===== config.mk =====
export PLATFORM = sky130hd
export DESIGN_NAME = ray_scheduler
export DESIGN_NICKNAME = d
export VERILOG_FILES = /design/src/rtl/ray_pkg.sv /design/src/rtl/pixel_counter.sv /design/src/rtl/ray_scheduler.sv
export SDC_FILE = /design/constraint.sdc
export NUM_CORES = 1
export LEC_CHECK = 0
export CAP_MARGIN = 10
export CORE_MARGIN = 5
export CORE_UTILIZATION = 42
export CTS_BUF_LIST = sky130_fd_sc_hd__clkbuf_4 sky130_fd_sc_hd__clkbuf_8
export CTS_CLUSTER_SIZE = 20
export DETAILED_ROUTE_END_ITERATION = 12
export GPL_TIMING_DRIVEN = 0
export PLACE_DENSITY = 0.83
export SLEW_MARGIN = 20
export SYNTH_ARGS = -nofsm -noshare
export SYNTH_HDL_FRONTEND = slang
export SYNTH_HIERARCHICAL = 1
export SYNTH_SLANG_ARGS = --single-unit
export TNS_END_PERCENT = 5

===== constraint.sdc =====
create_clock -name clk_in -period 4.4 [get_ports clk_in]
set_input_delay 0.66 -clock clk_in [delete_from_list [all_inputs] [get_ports clk_in]]
set_output_delay 0.66 -clock clk_in [all_outputs]
set_load 0.01 [all_outputs]

===== src/rtl/ray_pkg.sv =====
// Shared types for the ray scheduler: 16.16 fixed point scalars, 3-vectors
// and the sequencer state encoding.
package ray_pkg;

    typedef logic signed [31:0] fix16_t;

    typedef struct packed {
        fix16_t x;
        fix16_t y;
        fix16_t z;
    } vec3_t;

    typedef enum logic [2:0] {
        S_IDLE  = 3'd0,
        S_ISSUE = 3'd1,
        S_WAIT  = 3'd2,
        S_OUT   = 3'd3,
        S_DRAIN = 3'd4
    } sched_state_t;

    localparam fix16_t FIX_ONE = 32'sh0001_0000;

    // Signed pixel offset to 16.16; arithmetic shift keeps the sign.
    function automatic fix16_t offset_to_fix(input fix16_t offset, input int unsigned shift);
        return offset <<< shift;
    endfunction

endpackage


===== src/rtl/pixel_counter.sv =====
// Raster-order pixel counters with synchronous clear and advance.
// The next-count outputs let the parent register values derived from the
// coming pixel on the same edge the counters move.
module pixel_counter #(
    parameter int H_RES = 320,
    parameter int V_RES = 180,
    parameter int HW    = $clog2(H_RES),
    parameter int VW    = $clog2(V_RES)
) (
    input  logic          clk_in,
    input  logic          rst_in,
    input  logic          clear,
    input  logic          advance,
    output logic [HW-1:0] hcount,
    output logic [VW-1:0] vcount,
    output logic [HW-1:0] h_nxt,
    output logic [VW-1:0] v_nxt,
    output logic          last
);

    localparam logic [HW-1:0] H_MAX = HW'(H_RES - 1);
    localparam logic [VW-1:0] V_MAX = VW'(V_RES - 1);

    always_comb begin
        h_nxt = hcount;
        v_nxt = vcount;
        if (clear) begin
            h_nxt = '0;
            v_nxt = '0;
        end else if (advance) begin
            if (hcount == H_MAX) begin
                h_nxt = '0;
                v_nxt = (vcount == V_MAX) ? '0 : vcount + VW'(1);
            end else begin
                h_nxt = hcount + HW'(1);
            end
        end
    end

    always_ff @(posedge clk_in or negedge rst_in) begin
        if (!rst_in) begin
            hcount <= '0;
            vcount <= '0;
        end else begin
            hcount <= h_nxt;
            vcount <= v_nxt;
        end
    end

    assign last = (hcount == H_MAX) && (vcount == V_MAX);

endmodule


===== src/rtl/ray_scheduler.sv =====
// Frame sweep sequencer: issues one camera-space vector per pixel to ray_gen
// and forwards each normalised direction to the tracer over valid/ready.
//
//   state | meaning
//   IDLE  | waiting for frame_start_in
//   ISSUE | rg_start_out high for one cycle, operands already registered
//   WAIT  | ray_gen busy; first cycle ignores a stale done
//   OUT   | ray presented downstream until accepted
//   DRAIN | aborted while ray_gen busy; wait for its done then finish
module ray_scheduler
    import ray_pkg::*;
#(
    parameter int          H_RES     = 320,
    parameter int          V_RES     = 180,
    parameter int          PIX_SHIFT = 8,
    parameter logic [31:0] FOCAL     = FIX_ONE,
    localparam int         HW        = $clog2(H_RES),
    localparam int         VW        = $clog2(V_RES)
) (
    input  logic          clk_in,
    input  logic          rst_in,
    input  logic          frame_start_in,
    input  logic          frame_abort_in,
    output logic          frame_busy_out,
    output logic          frame_done_out,
    output logic          rg_start_out,
    output logic [31:0]   rg_x_out,
    output logic [31:0]   rg_y_out,
    output logic [31:0]   rg_z_out,
    input  logic          rg_done_in,
    input  logic [31:0]   rg_dir_x_in,
    input  logic [31:0]   rg_dir_y_in,
    input  logic [31:0]   rg_dir_z_in,
    output logic          ray_valid_out,
    input  logic          ray_ready_in,
    output logic [31:0]   ray_dir_x_out,
    output logic [31:0]   ray_dir_y_out,
    output logic [31:0]   ray_dir_z_out,
    output logic [HW-1:0] ray_hcount_out,
    output logic [VW-1:0] ray_vcount_out,
    output logic          ray_last_out
);

    localparam logic [2:0] ST_IDLE  = S_IDLE;
    localparam logic [2:0] ST_ISSUE = S_ISSUE;
    localparam logic [2:0] ST_WAIT  = S_WAIT;
    localparam logic [2:0] ST_OUT   = S_OUT;
    localparam logic [2:0] ST_DRAIN = S_DRAIN;

    localparam fix16_t H_HALF = fix16_t'(H_RES / 2);
    localparam fix16_t V_HALF = fix16_t'(V_RES / 2);

    logic [2:0]    state, state_nxt;
    logic          cnt_clear, cnt_adv, capture, done_nxt;
    logic          wait_first, rg_ok, accept;
    logic [HW-1:0] hcount, h_nxt;
    logic [VW-1:0] vcount, v_nxt;
    logic          last;
    vec3_t         op_q, op_nxt, dir_q;

    pixel_counter #(
        .H_RES (H_RES),
        .V_RES (V_RES),
        .HW    (HW),
        .VW    (VW)
    ) u_pixel_counter (
        .clk_in  (clk_in),
        .rst_in  (rst_in),
        .clear   (cnt_clear),
        .advance (cnt_adv),
        .hcount  (hcount),
        .vcount  (vcount),
        .h_nxt   (h_nxt),
        .v_nxt   (v_nxt),
        .last    (last)
    );

    // Operands come from the next counts so they are valid in the ISSUE cycle.
    assign op_nxt = {offset_to_fix(fix16_t'({1'b0, h_nxt}) - H_HALF, PIX_SHIFT),
                     offset_to_fix(V_HALF - fix16_t'({1'b0, v_nxt}), PIX_SHIFT),
                     fix16_t'(FOCAL)};

    assign rg_ok  = rg_done_in && !wait_first;
    assign accept = ray_valid_out && ray_ready_in;

    always_comb begin
        state_nxt = state;
        cnt_clear = 1'b0;
        cnt_adv   = 1'b0;
        capture   = 1'b0;
        done_nxt  = 1'b0;
        case (state)
            ST_IDLE: begin
                if (frame_start_in) begin
                    state_nxt = ST_ISSUE;
                    cnt_clear = 1'b1;
                end
            end
            ST_ISSUE: begin
                if (frame_abort_in) begin
                    state_nxt = ST_IDLE;
                    done_nxt  = 1'b1;
                end else begin
                    state_nxt = ST_WAIT;
                end
            end
            ST_WAIT: begin
                // An abort that coincides with done has nothing left to drain.
                if (frame_abort_in) begin
                    if (rg_ok) begin
                        state_nxt = ST_IDLE;
                        done_nxt  = 1'b1;
                    end else begin
                        state_nxt = ST_DRAIN;
                    end
                end else if (rg_ok) begin
                    state_nxt = ST_OUT;
                    capture   = 1'b1;
                end
            end
            ST_OUT: begin
                if (frame_abort_in) begin
                    state_nxt = ST_IDLE;
                    done_nxt  = 1'b1;
                end else if (accept) begin
                    if (last) begin
                        state_nxt = ST_IDLE;
                        done_nxt  = 1'b1;
                    end else begin
                        state_nxt = ST_ISSUE;
                        cnt_adv   = 1'b1;
                    end
                end
            end
            ST_DRAIN: begin
                if (rg_done_in) begin
                    state_nxt = ST_IDLE;
                    done_nxt  = 1'b1;
                end
            end
            default: state_nxt = ST_IDLE;
        endcase
    end

    always_ff @(posedge clk_in or negedge rst_in) begin
        if (!rst_in) begin
            state          <= ST_IDLE;
            frame_busy_out <= 1'b0;
            frame_done_out <= 1'b0;
            rg_start_out   <= 1'b0;
            ray_valid_out  <= 1'b0;
            wait_first     <= 1'b0;
            op_q           <= '0;
            dir_q          <= '0;
        end else begin
            state          <= state_nxt;
            frame_busy_out <= (state_nxt != ST_IDLE);
            frame_done_out <= done_nxt;
            rg_start_out   <= (state_nxt == ST_ISSUE);
            ray_valid_out  <= (state_nxt == ST_OUT);
            wait_first     <= (state == ST_ISSUE);
            if (state_nxt == ST_ISSUE) begin
                op_q <= op_nxt;
            end
            if (capture) begin
                dir_q <= {rg_dir_x_in, rg_dir_y_in, rg_dir_z_in};
            end
        end
    end

    assign rg_x_out       = op_q.x;
    assign rg_y_out       = op_q.y;
    assign rg_z_out       = op_q.z;
    assign ray_dir_x_out  = dir_q.x;
    assign ray_dir_y_out  = dir_q.y;
    assign ray_dir_z_out  = dir_q.z;
    assign ray_hcount_out = hcount;
    assign ray_vcount_out = vcount;
    assign ray_last_out   = last;

endmodule


**Yosys cells after proc, flatten, opt, wreduce, memory -nomap -nowiden**

Cells that the tools add are included.

- Bits in read-only memories: 0
- Input port bits: 102
- Memories: 0
- Bits in latches: 0
- RAM bits: 0
- Word-level logic and storage cells: 65
- Output and inout port bits: 214
- Register bits: 170

- Shift-type cells: 0
- $mul: 0
- Add/subtract/negate cells: 4
- Multiplexer cells: 33
- Eq/ne operators: 8
- Bitwise logic cells: 0
- Divide/modulo/power cells: 0
- Magnitude comparators: 0
- Reductions and logical operators: 6

Operators by type and width:

| operator | number |
|---|---|
| $mux W8 | 4 |
| $mux W9 | 3 |
| $mux W3 | 7 |
| $mux W1 | 16 |
| $pmux W3 S5 | 1 |
| $sub A9 B8 Y10 const B | 1 |
| $add A9 B1 Y9 const B | 1 |
| $eq A3 B2 Y1 const B | 3 |
| $eq A9 B9 Y1 const B | 1 |
| $sub A7 B8 Y9 const A | 1 |
| $add A8 B1 Y8 const B | 1 |
| $eq A8 B8 Y1 const B | 1 |
| $eq A3 B1 Y1 const B | 2 |
| $pmux W1 S4 | 1 |
| $eq A3 B3 Y1 const B | 1 |
| $logic_and A1 B1 Y1 | 3 |
| $logic_not A3 Y1 | 1 |
| $reduce_bool A3 Y1 | 1 |
| $mux W2 | 1 |
| $logic_not A1 Y1 | 1 |

**Longest topological paths before layout**

- Word-level depth: 9
- Depth in mapped cells: 17
- Depth with buffers taken out: 14

**Cells and area by module**

Netlist, hierarchy kept.

Modules (own cells, without submodules):

| module | cells an instance | area each (sq um) | seq. area each (sq um) | instances |
|---|---|---|---|---|
| ray_scheduler | 384 | 5542.8 | 3103.0 | 1 |
| pixel_counter | 100 | 925.9 | 425.4 | 1 |

**Least setup slack after synthesis**

OpenSTA, ideal clock, no wires.

- Kind: reg2reg
- From: reg u_pixel_counter.vcount[0]
- To: reg op_q (netlist bit rg_y_out[14])
- Path slack: 0.548 ns
- Buffers on the path: 3
- Data arrival time: 3.727 ns
- Stages on the path, launching flop included: 18
- Setup time: 0.125 ns
- Clock period less this slack: 3.852 ns
- Data required time: 4.275 ns
- Cells stage by stage: dfrtp_1 > ha_1 > nand4_1 > or4_1 > clkbuf_1 > nor4_1 > nor4_1 > buf_2 > nand3_1 > or3_1 > buf_6 > nand2_1 > a21oi_1 > ha_1 > o21a_1 > a21oi_1 > xnor2_1 > mux2_4

- Cells in the longest elaborated chain, start to end: 9
- Elaborated cells between the ends (all ways): 17
- Those cells by class: add/sub: 2; eq/ne: 2; mux: 12; reduce/logical: 1

RTL lines:

| what | RTL line | source |
|---|---|---|
| from (decl) | pixel_counter.sv:15 | `output logic [VW-1:0] vcount,` |
| from (signal assigned) | pixel_counter.sv:46 | `vcount <= v_nxt;` |
| $eq A8 B8 Y1 | pixel_counter.sv:50 | `assign last = (hcount == H_MAX) && (vcount == V_MAX);` |
| $logic_and A1 B1 Y1 | pixel_counter.sv:50 |  |
| named net ray_last_out | ray_scheduler.sv:41 | `output logic ray_last_out` |
| $mux W1 | ray_scheduler.sv:126 | `if (last) begin` |
| $mux W1 | ray_scheduler.sv:125 | `end else if (accept) begin` |
| $mux W1 | ray_scheduler.sv:122 | `if (frame_abort_in) begin` |
| $mux W1 | ray_scheduler.sv:92 | `case (state)` |
| named net cnt_adv | ray_scheduler.sv:54 | `logic cnt_clear, cnt_adv, capture, done_nxt;` |
| $mux W8 | pixel_counter.sv:30 | `end else if (advance) begin` |
| $mux W8 | pixel_counter.sv:27 | `if (clear) begin` |
| $sub A7 B8 Y9 | ray_scheduler.sv:80 | `offset_to_fix(V_HALF - fix16_t'({1'b0, v_nxt}), PIX_SHIFT),` |
| to (signal assigned) | ray_scheduler.sv:163 | `op_q <= op_nxt;` |
| to (decl) | ray_scheduler.sv:59 | `vec3_t op_q, op_nxt, dir_q;` |

The timed path passes the listed nets, and every way through them passes these cells.
A chain may end at the register's enable or synchronous reset.

**Worst setup path after layout**

- From: reg u_pixel_counter.vcount[0]
- To: reg op_q (netlist bit rg_y_out[15])

- Cells in the longest elaborated chain, start to end: 9
- Elaborated cells between the ends (all ways): 17
- Those cells by class: add/sub: 2; eq/ne: 2; mux: 12; reduce/logical: 1

RTL lines:

| what | RTL line | source |
|---|---|---|
| $eq A8 B8 Y1 | pixel_counter.sv:50 |  |
| $logic_and A1 B1 Y1 | pixel_counter.sv:50 |  |
| $mux W1 | ray_scheduler.sv:126 |  |
| $mux W1 | ray_scheduler.sv:125 |  |
| $mux W1 | ray_scheduler.sv:122 |  |
| $mux W1 | ray_scheduler.sv:92 |  |
| named net cnt_adv | ray_scheduler.sv:54 |  |
| $mux W8 | pixel_counter.sv:30 |  |
| $mux W8 | pixel_counter.sv:27 |  |
| named net v_nxt[3] | ray_scheduler.sv:57 | `logic [VW-1:0] vcount, v_nxt;` |
| $sub A7 B8 Y9 | ray_scheduler.sv:80 |  |

The timed path passes the listed nets, and every way through them passes these cells.

==> results <==
per-layer routing:
layer  track usage  vias to the layer above  part of all wire
met3         0.113                       16              0.14
met2         0.310                      246              0.48
li1              -                     2202                 -
met4        0.0509                        0             0.012
met1         0.213                     2289              0.37
met5             0                        -                 0
metrics by stage:
stage | area [um2] | std cells
floorplan | 6640 | 530
global placement | 9560 | 986
detailed placement | 9590 | 987
CTS | 10000 | 1017
global route | 10100 | 1016
finish | 10100 | 1016
registers in the layout, indices dropped and copies added, names as in the netlist, 3 cells and up:
signal                  cells
ray_dir_x_out              32
ray_dir_y_out              32
ray_dir_z_out              32
rg_x_out                   10
rg_y_out                    9
u_pixel_counter/hcount      9
u_pixel_counter/vcount      8
state                       3
synthesized netlist by cell type (all sizes together), types with 2 or more instances:
cell    number  share of area
dfrtp      141           0.55
mux2       113           0.21
buf         93           0.11
a21oi       15          0.013
nand2       14         0.0081
nor2        11         0.0075
inv         10         0.0058
xor2         8          0.011
o21ai        7         0.0054
nand3        6         0.0046
nor3         6         0.0054
xnor2        6         0.0081
nand2b       5         0.0048
nand4        5         0.0048
or4          5         0.0058
ha           4         0.0077
clkbuf       3         0.0017
mux2i        3         0.0046
nand3b       2         0.0023
nand4b       2         0.0050
nor4         2         0.0019
nor4b        2         0.0050
o31ai        2         0.0023
or3          2         0.0019
path summary, 6_finish.rpt:
kind / startpoint / endpoint / slack [ns] / depth (start not counted)
setup / recovery: u_pixel_counter/vcount[0] / rg_y_out[15] / 0.22 / 15
hold / removal: rst_in / rg_x_out[13] / 0.12 / 1
setup reg to reg: u_pixel_counter/vcount[0] / rg_y_out[15] / 0.22 / 15
hold reg to reg: rg_z_out[16] / rg_z_out[16] / 0.48 / 1
max in group asynchronous: rst_in / frame_busy_out / 3.50 / 2
min in group clk_in: rg_z_out[16] / rg_z_out[16] / 0.48 / 1
power groups by stage:
stage / Clock (W) / Sequential [W] / Combinational (W)
3_3_place_gp: 0 / 0.00200 / 0.00217
4_1_cts: 0.00123 / 0.00202 / 0.00221
2_1_floorplan: 0 / 0.00224 / 0.000682
5_1_grt: 0.00128 / 0.00208 / 0.00233
6_report: 0.00119 / 0.00201 / 0.00217
3_5_place_dp: 0 / 0.00203 / 0.00219
repair_timing:
| action | CTS | global route |
|---|---|---|
| hold buffers | 0 | 0 |
| gates resized for setup | 0 | 2 |
| setup endpoints to repair | 0 | 5 |
kinds of logic (layout without fill, tap and decap cells):
logic type,Yosys count,in the layout,share of synthesized area
buffers and inverters,106,404,0.117
adder cells (fa/ha/maj),4,4,0.00774
AO/OA/AOI/OAI,33,33,0.0344
multiplexers,116,116,0.211
flip-flops,141,141,0.545
AND/OR/NAND/NOR,69,69,0.0654
XOR/XNOR,14,14,0.0190
other,1,47,0.000580
final cells by class:
class / instances / area [um2] / area share
Tap cell: 188 / 235 / 0.0234
Sequential cell: 141 / 3530 / 0.351
Multi-Input combinational cell: 283 / 2370 / 0.236
Buffer: 95 / 714 / 0.0710
Clock inverter: 10 / 189 / 0.0188
Timing Repair Buffer: 269 / 2720 / 0.270
Clock buffer: 20 / 269 / 0.0267
Inverter: 10 / 37.5 / 0.00373
worst reg2reg max path, stage by stage, from the launching register on:
cell and delay, ns:
dfrtp_1 0.45, ha_1 0.28, nand4_1 0.08, or4_1 0.31
nor4_2 0.14, nor4_1 0.28, buf_2 0.23, nand3_1 0.24
or3_1 0.43, buf_6 0.15, or4_1 0.46, o21ai_0 0.24
nand2_1 0.15, o31ai_1 0.27, xor2_1 0.10, mux2_4 0.26
==> summary.md <==
| Metric | Value |
|---|---|
| Status | finished, final reports clean |
| Most frequent cells in the layout | clkdlybuf4s50_1 (267), dfrtp_1 (141), buf_4 (79) |
| Slowest CP cell | or4_1 |
| Vias | 4753 |
| Gpl congestion | 0.782 |
| Synth async-reset ratio | 1.00 |
| Mapped cell area | 6470 um2 |
| Setup Skew | 0.0109 ns |
| CP dominant cell by count | or4_1 |
| Hold Fails Final Rpt | 0 |
| Main synth FF type | dfrtp_1 |
| Post-synth EDFFs | 0 |
| Most common cell after layout, fill and taps aside | clkdlybuf4s50_1 |
| Clock sinks | 141 |
| Setup bufs post-CTS | 0 |
| RSZ-0062 raised after global routing | false |
| H-tree depth | 4 |
| Synth cell types | 51 |
| Die Outline Area | 18000 um2 |
| Seq cells post-synth | 141 |
| CP arrival | 4.50 ns |
| Max Fanout on Critical Path | 10 |
| Pwr Density | 535 nW/um2 |
| Gr usage total | 0.190 |
| Clk buf depth | 2 |
| Drt via density | 4.68 |
| Worst rel slew slack | 0.623 |
| Core ar. | 15100 um2 |
| Vias in the first global route | 4969 |
| Fmax | 0.239 GHz |
| Internal power | 0.00379 W |
| Syn. warnings | 6 |
| CP Buf/Inv Count | 2 |
| Syn_area_per_cell | 13.4 um2 |
| Maximum vdd drop | 0.413 mV |
| Crit-path cells | ha_1 > nand4_1 > or4_1 > nor4_2 > nor4_1 > buf_2 > nand3_1 > or3_1 > buf_6 > or4_1 > o21ai_0 > nand2_1 > o31ai_1 > xor2_1 > mux2_4 |
| Final WL | 17300 um |
| Final Core Density | 0.664 |
| Crit path required time | 4.72 ns |
| Die width | 134 um |
| CTS tree | yes |
| Final worst setup slack | 0.224 ns |
| Switching pwr | 0.00159 W |
| Clock share of power | 0.222 |
| CP delay by family, top | simple AND/OR/NAND/NOR gates |
| Detailed-router iteration count before antenna repair | 4 |
| Routed Antenna Nets | 0 |
| Setup TNS | 0 ns |
| Post-route minimum period | 4.18 ns |
| Share of cells above drive strength 1 | 0.264 |
| Sw Ratio | 0.296 |
| Num ports | 316 |
| First-pass GRT wire length | 26800 um |
| Site Rows | 45 |
| Crit-path max cell delay | 0.46 ns |
| Slew @ Worst Pin | 0.559 ns |
| Drc violations | 0 |
| Clk slew on worst S/H paths | 0.08 ns |
| Worst setup slack after placement | 0.138 ns |
| Largest net degree at the start of global routing | 90 |
| DP Wirelength | 13100 um |
| WL/cell | 17.1 um |
| Syn Inst Count | 484 |
| # nets final | 923 |
| Seq/Total Area, Yosys | 0.545 |
| Initial antenna violation count | 0 |
| Area Overhead vs Synth | 55.5% |
| Final period utilization | 0.949 |
| Static leakage | 4.55 nW |
| Worst Setup End Kind | flop |
| Root Driver | clkbuf_8 |
| Clock buffers created by TritonCTS | 17 |
| Pwr Total | 0.00538 W |
| Seq pwr share | 0.374 |
| Iteration-0 DRC Markers | 199 |
| ANT cells | 0 |
| Number of setup violations in the final report | 0 |
| Max-cap violations | 0 |
| Worst hold path type | primary input to async pin |
| Critical path launch point type | flop |
| WS Path Type | flop to flop |
| Combinational power share | 0.404 |
| Filler cell count | 1153 |
| Global route overflow | 0 |
| I/O Buffers | 268 |
| Die height | 134 um |
| Initial Utilization | 0.427 |
| Slew Viols, Final | 0 |
| Clock Latency Late Sink | 0.43 ns |
| Hold Worst Slack | 0.125 ns |
Note: power is estimated with default switching activity, not from simulation.
